### config.mk
export PLATFORM = sky130hd
export DESIGN_NAME = led_pattern_gen
export DESIGN_NICKNAME = d
export VERILOG_FILES = /design/src/rtl/led_pattern_gen.sv
export SDC_FILE = /design/constraint.sdc
export NUM_CORES = 1
export LEC_CHECK = 0
export CORE_UTILIZATION = 50
export DETAILED_ROUTE_END_ITERATION = 16
export HOLD_SLACK_MARGIN = 0.03
export PLACE_DENSITY = 0.71
export SLEW_MARGIN = 30
export SYNTH_ARGS = -nofsm -noshare
export SYNTH_HDL_FRONTEND = slang
export SYNTH_SLANG_ARGS = --single-unit
### constraint.sdc
create_clock -name clk -period 2.4 [get_ports clk]
set_clock_uncertainty 0.1 [all_clocks]
set_input_delay 0.48 -clock clk [delete_from_list [all_inputs] [get_ports clk]]
set_output_delay 0.48 -clock clk [all_outputs]
set_load 0.01 [all_outputs]
### src/rtl/led_pattern_gen.sv
// LED pattern generator: two debounced active-low keys select one of four
// display patterns (binary count, chase, blink, PWM breathe) and pause or
// resume the pattern advance. All outputs come from registered state.
module led_pattern_gen #(
  parameter int N_LED     = 4,
  parameter int N_KEY     = 2,
  parameter int TICK_DIV  = 25_000_000,
  parameter int DB_CYCLES = 1_000_000,
  parameter int PWM_BITS  = 8
) (
  input  logic             clk,
  input  logic             rst_n,
  input  logic [N_KEY-1:0] key,
  output logic [N_LED-1:0] led,
  output logic [1:0]       mode,
  output logic             paused,
  output logic             tick
);

  localparam int TICK_W = $clog2(TICK_DIV);
  localparam int DB_W   = $clog2(DB_CYCLES);

  localparam logic [TICK_W-1:0]   TICK_LAST = TICK_W'(TICK_DIV - 1);
  localparam logic [DB_W-1:0]     DB_LAST   = DB_W'(DB_CYCLES - 1);
  localparam logic [PWM_BITS-1:0] DUTY_MAX  = '1;

  typedef enum logic [1:0] {
    MODE_COUNT   = 2'd0,
    MODE_CHASE   = 2'd1,
    MODE_BLINK   = 2'd2,
    MODE_BREATHE = 2'd3
  } mode_e;

  // Pattern loaded whenever a mode is entered.
  function automatic logic [N_LED-1:0] init_pattern(input mode_e m);
    case (m)
      MODE_CHASE:   return N_LED'(1);
      MODE_BREATHE: return '0;
      default:      return '1;
    endcase
  endfunction

  // Mode sequence COUNT -> CHASE -> BLINK -> BREATHE -> COUNT.
  function automatic mode_e next_mode(input mode_e m);
    case (m)
      MODE_COUNT: return MODE_CHASE;
      MODE_CHASE: return MODE_BLINK;
      MODE_BLINK: return MODE_BREATHE;
      default:    return MODE_COUNT;
    endcase
  endfunction

  // ---------------------------------------------------------------------
  // Key conditioning: 2-flop synchronizer, debounce counter, press strobe
  // ---------------------------------------------------------------------
  logic [N_KEY-1:0] press;

  for (genvar k = 0; k < N_KEY; k++) begin : g_key
    logic            sync1_q, sync2_q, stable_q;
    logic [DB_W-1:0] db_cnt_q;

    // Synchronize the raw key and accept a new level once it has persisted.
    // NOTE: every clocked register uses non-blocking assignments so all flops
    // sample pre-edge values; blocking here would collapse the sync chain.
    always_ff @(posedge clk or negedge rst_n) begin
      if (!rst_n) begin
        sync1_q  <= 1'b1;
        sync2_q  <= 1'b1;
        stable_q <= 1'b1;
        db_cnt_q <= '0;
      end else begin
        sync1_q <= key[k];
        sync2_q <= sync1_q;
        if (sync2_q == stable_q) begin
          db_cnt_q <= '0;
        end else if (db_cnt_q == DB_LAST) begin
          stable_q <= sync2_q;
          db_cnt_q <= '0;
        end else begin
          db_cnt_q <= db_cnt_q + 1'b1;
        end
      end
    end

    // Press strobe is high in the cycle the stable level is about to fall.
    assign press[k] = (sync2_q != stable_q) && (db_cnt_q == DB_LAST) && !sync2_q;
  end

  // ---------------------------------------------------------------------
  // Pattern control state
  // ---------------------------------------------------------------------
  mode_e               mode_q,     mode_d;
  logic                paused_q,   paused_d;
  logic [TICK_W-1:0]   tick_cnt_q, tick_cnt_d;
  logic [N_LED-1:0]    pat_q,      pat_d;
  logic [PWM_BITS-1:0] pwm_cnt_q,  pwm_cnt_d;
  logic [PWM_BITS-1:0] duty_q,     duty_d;
  logic                dir_up_q,   dir_up_d;
  logic [N_LED-1:0]    led_q,      led_d;
  logic                tick_wrap;
  logic                pwm_wrap;

  assign tick_wrap = (tick_cnt_q == TICK_LAST);
  assign pwm_wrap  = (pwm_cnt_q == DUTY_MAX);

  // State register for mode, pause, counters, pattern and the LED pins.
  always_ff @(posedge clk or negedge rst_n) begin
    if (!rst_n) begin
      mode_q     <= MODE_COUNT;
      paused_q   <= 1'b0;
      tick_cnt_q <= '0;
      pat_q      <= '1;
      pwm_cnt_q  <= '0;
      duty_q     <= '0;
      dir_up_q   <= 1'b1;
      led_q      <= '1;
    end else begin
      mode_q     <= mode_d;
      paused_q   <= paused_d;
      tick_cnt_q <= tick_cnt_d;
      pat_q      <= pat_d;
      pwm_cnt_q  <= pwm_cnt_d;
      duty_q     <= duty_d;
      dir_up_q   <= dir_up_d;
      led_q      <= led_d;
    end
  end

  // Next-state: tick/pattern advance, breathe ramp, then key actions on top.
  always_comb begin
    // NOTE: every signal gets a hold value first so no path can leave it
    // unassigned and infer a latch.
    mode_d     = mode_q;
    paused_d   = paused_q;
    tick_cnt_d = tick_cnt_q;
    pat_d      = pat_q;
    duty_d     = duty_q;
    dir_up_d   = dir_up_q;
    pwm_cnt_d  = pwm_cnt_q + 1'b1;
    led_d      = (mode_q == MODE_BREATHE) ? {N_LED{pwm_cnt_q < duty_q}} : pat_q;

    if (!paused_q) begin
      tick_cnt_d = tick_wrap ? '0 : tick_cnt_q + 1'b1;

      if (tick_wrap) begin
        case (mode_q)
          MODE_COUNT: pat_d = pat_q + 1'b1;
          MODE_CHASE: pat_d = {pat_q[N_LED-2:0], pat_q[N_LED-1]};
          MODE_BLINK: pat_d = ~pat_q;
          default:    pat_d = pat_q;
        endcase
      end

      // Triangle ramp: one duty step per PWM period, turning at both ends.
      if (mode_q == MODE_BREATHE && pwm_wrap) begin
        if (dir_up_q) begin
          if (duty_q == DUTY_MAX) begin
            dir_up_d = 1'b0;
            duty_d   = duty_q - 1'b1;
          end else begin
            duty_d   = duty_q + 1'b1;
          end
        end else begin
          if (duty_q == '0) begin
            dir_up_d = 1'b1;
            duty_d   = duty_q + 1'b1;
          end else begin
            duty_d   = duty_q - 1'b1;
          end
        end
      end
    end

    if (press[1]) begin
      paused_d = ~paused_q;
    end

    // A mode change restarts the tick period and the new mode's pattern;
    // the pause state is left untouched.
    if (press[0]) begin
      mode_d     = next_mode(mode_q);
      tick_cnt_d = '0;
      pat_d      = init_pattern(next_mode(mode_q));
      duty_d     = '0;
      dir_up_d   = 1'b1;
    end
  end

  assign led    = led_q;
  assign mode   = mode_q;
  assign paused = paused_q;
  assign tick   = tick_wrap && !paused_q;

endmodule

Yosys cells after proc, flatten, opt, wreduce, memory -nomap -nowiden
Index checks and enable logic that the tools add are counted.
{ "totals": {"ram_bits": 0, "latchBits": 0, "elab_cells": 88, "ff_bits": 99, "mem_bits_ro": 0, "mem_count": 0} }
{ "op_classes": {"bitwise": 4, "order_cmp": 1, "mux": 27, "reduce_logical": 18, "n_mul": 0, "n_div": 0, "add_sub_neg": 7, "shift": 0, "n_eq_ne": 15} }
{ "ops": {"columns": ["cell", "count"], "rows": [
  ["$mux 20", 4],
  ["$mux 25", 3],
  ["$mux 8", 6],
  ["$add 20x1->20 const B", 2],
  ["$eq 20x20->1 const B", 2],
  ["$add 25x1->25 const B", 1],
  ["$eq 25x25->1 const B", 1],
  ["$add 8x1->8 const B", 2],
  ["$eq 8x8->1 const B", 2],
  ["$mux 4", 4],
  ["$pmux 4 s3", 1],
  ["$logic_not 8->1", 1],
  ["$lt 8x8->1", 1],
  ["$pmux 4 s2", 1],
  ["$sub 8x1->8 const B", 1],
  ["$eq 2x2->1 const B", 3],
  ["$logic_and 1x1->1", 6],
  ["$mux 1", 6],
  ["$pmux 2 s3", 1],
  ["$reduce_and 2->1", 3],
  ["$add 4x1->4 const B", 1],
  ["$eq 2x1->1 const B", 2],
  ["$not 4->4", 1],
  ["$reduce_bool 2->1", 2],
  ["other kinds (9)", 15]
]} }

Longest topological paths before layout
{ "logic_depth": {"ltp_word": 7, "ltp_mapped": 8, "ltp_nobuf": 7} }

Least setup slack after synthesis
No wires, ideal clock.
{ "synth_path": {"path_type": "register -> output", "from": "register tick_cnt_q[6]", "to": "output port tick", "path_stages_with_launch": 5, "n_path_buf": 0, "path_slack_ps": 359, "t_arrival_ps": 1461, "required_time_ps": 1820, "path_cell_list": "dfrtp_1 or4b_1 nor3_2 nand3_1 nor2_1"} }
{ "synth_via": {"elab_chain_len": 2} }
{ "synth_rtl": {"columns": ["item", "line_no", "text"], "rows": [
  ["from (decl)", "94", "logic [TICK_W-1:0] tick_cnt_q, tick_cnt_d;"],
  ["from (signal assigned)", "120", "tick_cnt_q <= tick_cnt_d;"],
  ["$eq 25x25->1", "103", "assign tick_wrap = (tick_cnt_q == TICK_LAST);"],
  ["$logic_and 1x1->1", "192", "assign tick = tick_wrap && !paused_q;"],
  ["to (decl)", "17", "output logic tick"]
]} }
No other way between the ends.

Final worst setup path
Same ends and word-level chain as after synthesis.

==> summary.txt <==
Place
  • Hpwl dp: 7.508 mm
  • Port bufs: 11
  • Cell total after placement: 723
  • Placer Congestion: 0.8388

Logic synthesis
  • Cells after Synth: 561
  • EDFF count, synth: 0
  • Post-Syn Nets: 585
  • Sequential fraction of the synthesis area: 46.77%
  • Seq cells post-synth: 99
  • Yosys top cell area share: 39.38%
  • Main synth FF type: dfrtp_1
  • Mapped Area: 5338 um^2
  • Async S/R FF share, synth: 100.0%
  • Synth warn: 0
  • Top cells by area, synth: dfrtp_1 39%, xor2_1 7.5%, dfstp_2 7.4%
  • Synth area leader: dfrtp_1
  • Avg Cell Area, Syn: 9.514 um^2
  • Distinct cell type count after synthesis: 55

GRT
  • Gr ovfl total: 0
  • GR Util All Layers: 21.94%
  • First-pass GRT wire length: 19.41 mm
  • Initial antenna violation count: 0
  • Largest net degree at the start of global routing: 100
  • Vias in the first global route: 4,215

Clocking
  • Hold buffers post-CTS: 0
  • Clock Sinks: 99
  • Htree depth: 3
  • CTS buffer count: 9
  • Max Root-Sink Buffers: 2
  • CTS tree: built
  • CTS Root Cell: clkbuf_8
  • Worst skew pair latency: 0.39 ns
  • Reg clk slew, reported paths: 0.10 ns

Timing
  • Worst slew pin tran: 0.5686 ns
  • RSZ-0062 raised after global routing: yes
  • Max_slew headroom: 61.11%
  • Slew Limit Fails: 0
  • Final worst path period share: 102.6%
  • Final setup fails: 1
  • Final Hold Viols: 0
  • Setup ws final: -0.06141 ns
  • Max Fclk: 406.3 MHz
  • Minimum clock period: 2.461 ns

Die
  • Die area: 11,090 um^2
  • Die Ht: 105.3 um
  • CORE AREA: 10,320 um^2
  • Starting density of the core: 51.70%
  • Row cnt: 37
  • I/O pin count: 12
  • Die Wd: 105.3 um

Critical path
  • Critical path required time: 1.82 ns
  • R2R Setup Slk: 0.15 ns
  • Type of the worst setup path: register to primary output
  • Crit path max fanout: 2
  • Crit path to: tick
  • Worst r2r dst: pat_q[3]
  • CP startpoint: tick_cnt_q[6]
  • Worst setup EP type: primary output
  • R2r startpoint: tick_cnt_q[6]
  • WP data arrival: 1.88 ns
  • Startpoint Class: register
  • Reg2reg path depth: 7

Detailed routing
  • Drt first pass iters: 5
  • DR vias: 4,181
  • Avg Vias per Cell: 5.612
  • # DRC: 0
  • Routed WL: 10.97 mm
  • Iteration-0 DRC count of the detailed router: 215
  • Final ANT Viol Nets: 0
  • Wire length per cell: 14.73 um

Finish
  • Share of cells above drive strength 1: 14.78%
  • Nets: 628
  • Final Util: 58.89%
  • Leading cell type in the layout, fill and taps excluded: dfrtp_1
  • Antenna fix cells: 0
  • Final std cells w/o fill: 745
  • Area Growth Syn to Fin: 13.90%
  • Fill cell count: 889
  • Commonest cells after routing, fill and taps aside: 84 x dfrtp_1, 76 x nor2_1, 55 x nand2_1, 46 x xor2_1, 36 x nand3_1

Power
  • Total chip power: 0.002903 W
  • Power per cell area: 477.6 nW/um^2
  • Worst VDD drop: 0.4132 mV
  • Static Leak: 2.616 nW

Min path
  • Hold Path Class: input port to async pin

Job
  • Max capacitance violation total: 0

Outcome
  • Failing checks: setup timing
  • Status: complete, but fails checks
[synthesized netlist by cell type, types with 6 or more instances]
cell type and number:
dfrtp_1 84, nor2_1 77, nand2_1 55, xor2_1 46, nand3_1 37, nand4_1 24, inv_1 21, ha_1 20
o21ai_0 19, xnor2_1 18, a21oi_1 16, nor3_1 16, dfstp_2 15, and3_1 9, clkbuf_1 9, or3_1 7
nor4_1 6
[how the worst min path moves through the flow]
stage / to / depth (start not counted)
after floorplan: duty_q[0] / 0
after CTS: g_key[1].db_cnt_q[5] / 2
after detailed placement: g_key[0].sync2_q / 0
after global placement: g_key[0].sync2_q / 0
after global routing: duty_q[3] / 2
final: duty_q[7] / 2
[logic make-up (layout without fill, tap and decap cells)]
family                   after synthesis  in the layout  synth area share, %
buffers and inverters                 36             84                2.696
multiplexers                           8              8                1.571
AND/OR/NAND/NOR                      272            272                26.51
adder cells (fa/ha/maj)               20             20                4.688
AO/OA/AOI/OAI                         62             62                7.267
XOR/XNOR                              64             64                10.50
flip-flops                            99             99                46.77
[metrics by stage]
stage	hold WS (ns)	setup slack [ns]	area, um^2	TNS [ns]
5_1_grt	0.08906	-0.1334	6080	-0.1334
3_3_place_gp	0.2472	-0.05088	5788	-0.05088
2_1_floorplan	0.08441	0.3591	5338	0
6_report	0.01430	-0.06141	6080	-0.06141
3_5_place_dp	0.2468	-0.08977	5788	-0.08977
4_1_cts	0.06051	-0.1580	6035	-0.1580
[final cells by class]
| class | instances | area (um^2) | share of cell area, % |
|---|---|---|---|
| Inverter | 21 | 78.83 | 1.297 |
| Tap cell | 136 | 170.2 | 2.799 |
| Multi-Input combinational cell | 426 | 2729 | 44.89 |
| Clock inverter | 7 | 83.83 | 1.379 |
| Timing Repair Buffer | 47 | 397.9 | 6.545 |
| Sequential cell | 99 | 2496 | 41.06 |
| Clock buffer | 9 | 123.9 | 2.037 |
[registers in the layout, indices dropped and copies added, names as in the netlist, 4 cells and up]
| name | flops |
|---|---|
| g_key.db_cnt_q | 40 |
| tick_cnt_q | 25 |
| duty_q | 8 |
| pwm_cnt_q | 8 |
| led | 4 |
| pat_q | 4 |
[routing by layer]
metal	vias to the layer above	GRT usage (%)	wire (um)
li1	2053	-	-
met1	2034	27.45	4959
met2	76	36.56	5415
met3	18	4.886	386
met4	0	9.356	211
met5	-	0	0
[what timing repair did]
action                                  in CTS  in global routing
gates resized for setup                      7                  4
hold endpoints to repair                     0                  0
endpoints found under the setup margin       1                 26
buffers inserted                             4                  2
pin swaps                                    3                  3
[power breakdown]
group          internal, W  switching (W)  leakage (nW)
combinational    0.0000192      0.0000509          1.21
clock             0.000502       0.000637         0.108
sequential         0.00168      0.0000119          1.30
total              0.00220       0.000700          2.62
[critical path, cell delays in order, from the launching register on]
cell	delay, ns
dfrtp_1	0.40
or4b_4	0.56
nor3_4	0.15
nand3_2	0.11
nor2_2	0.13
buf_2	0.15
Power figures use the tool's default switching activity.
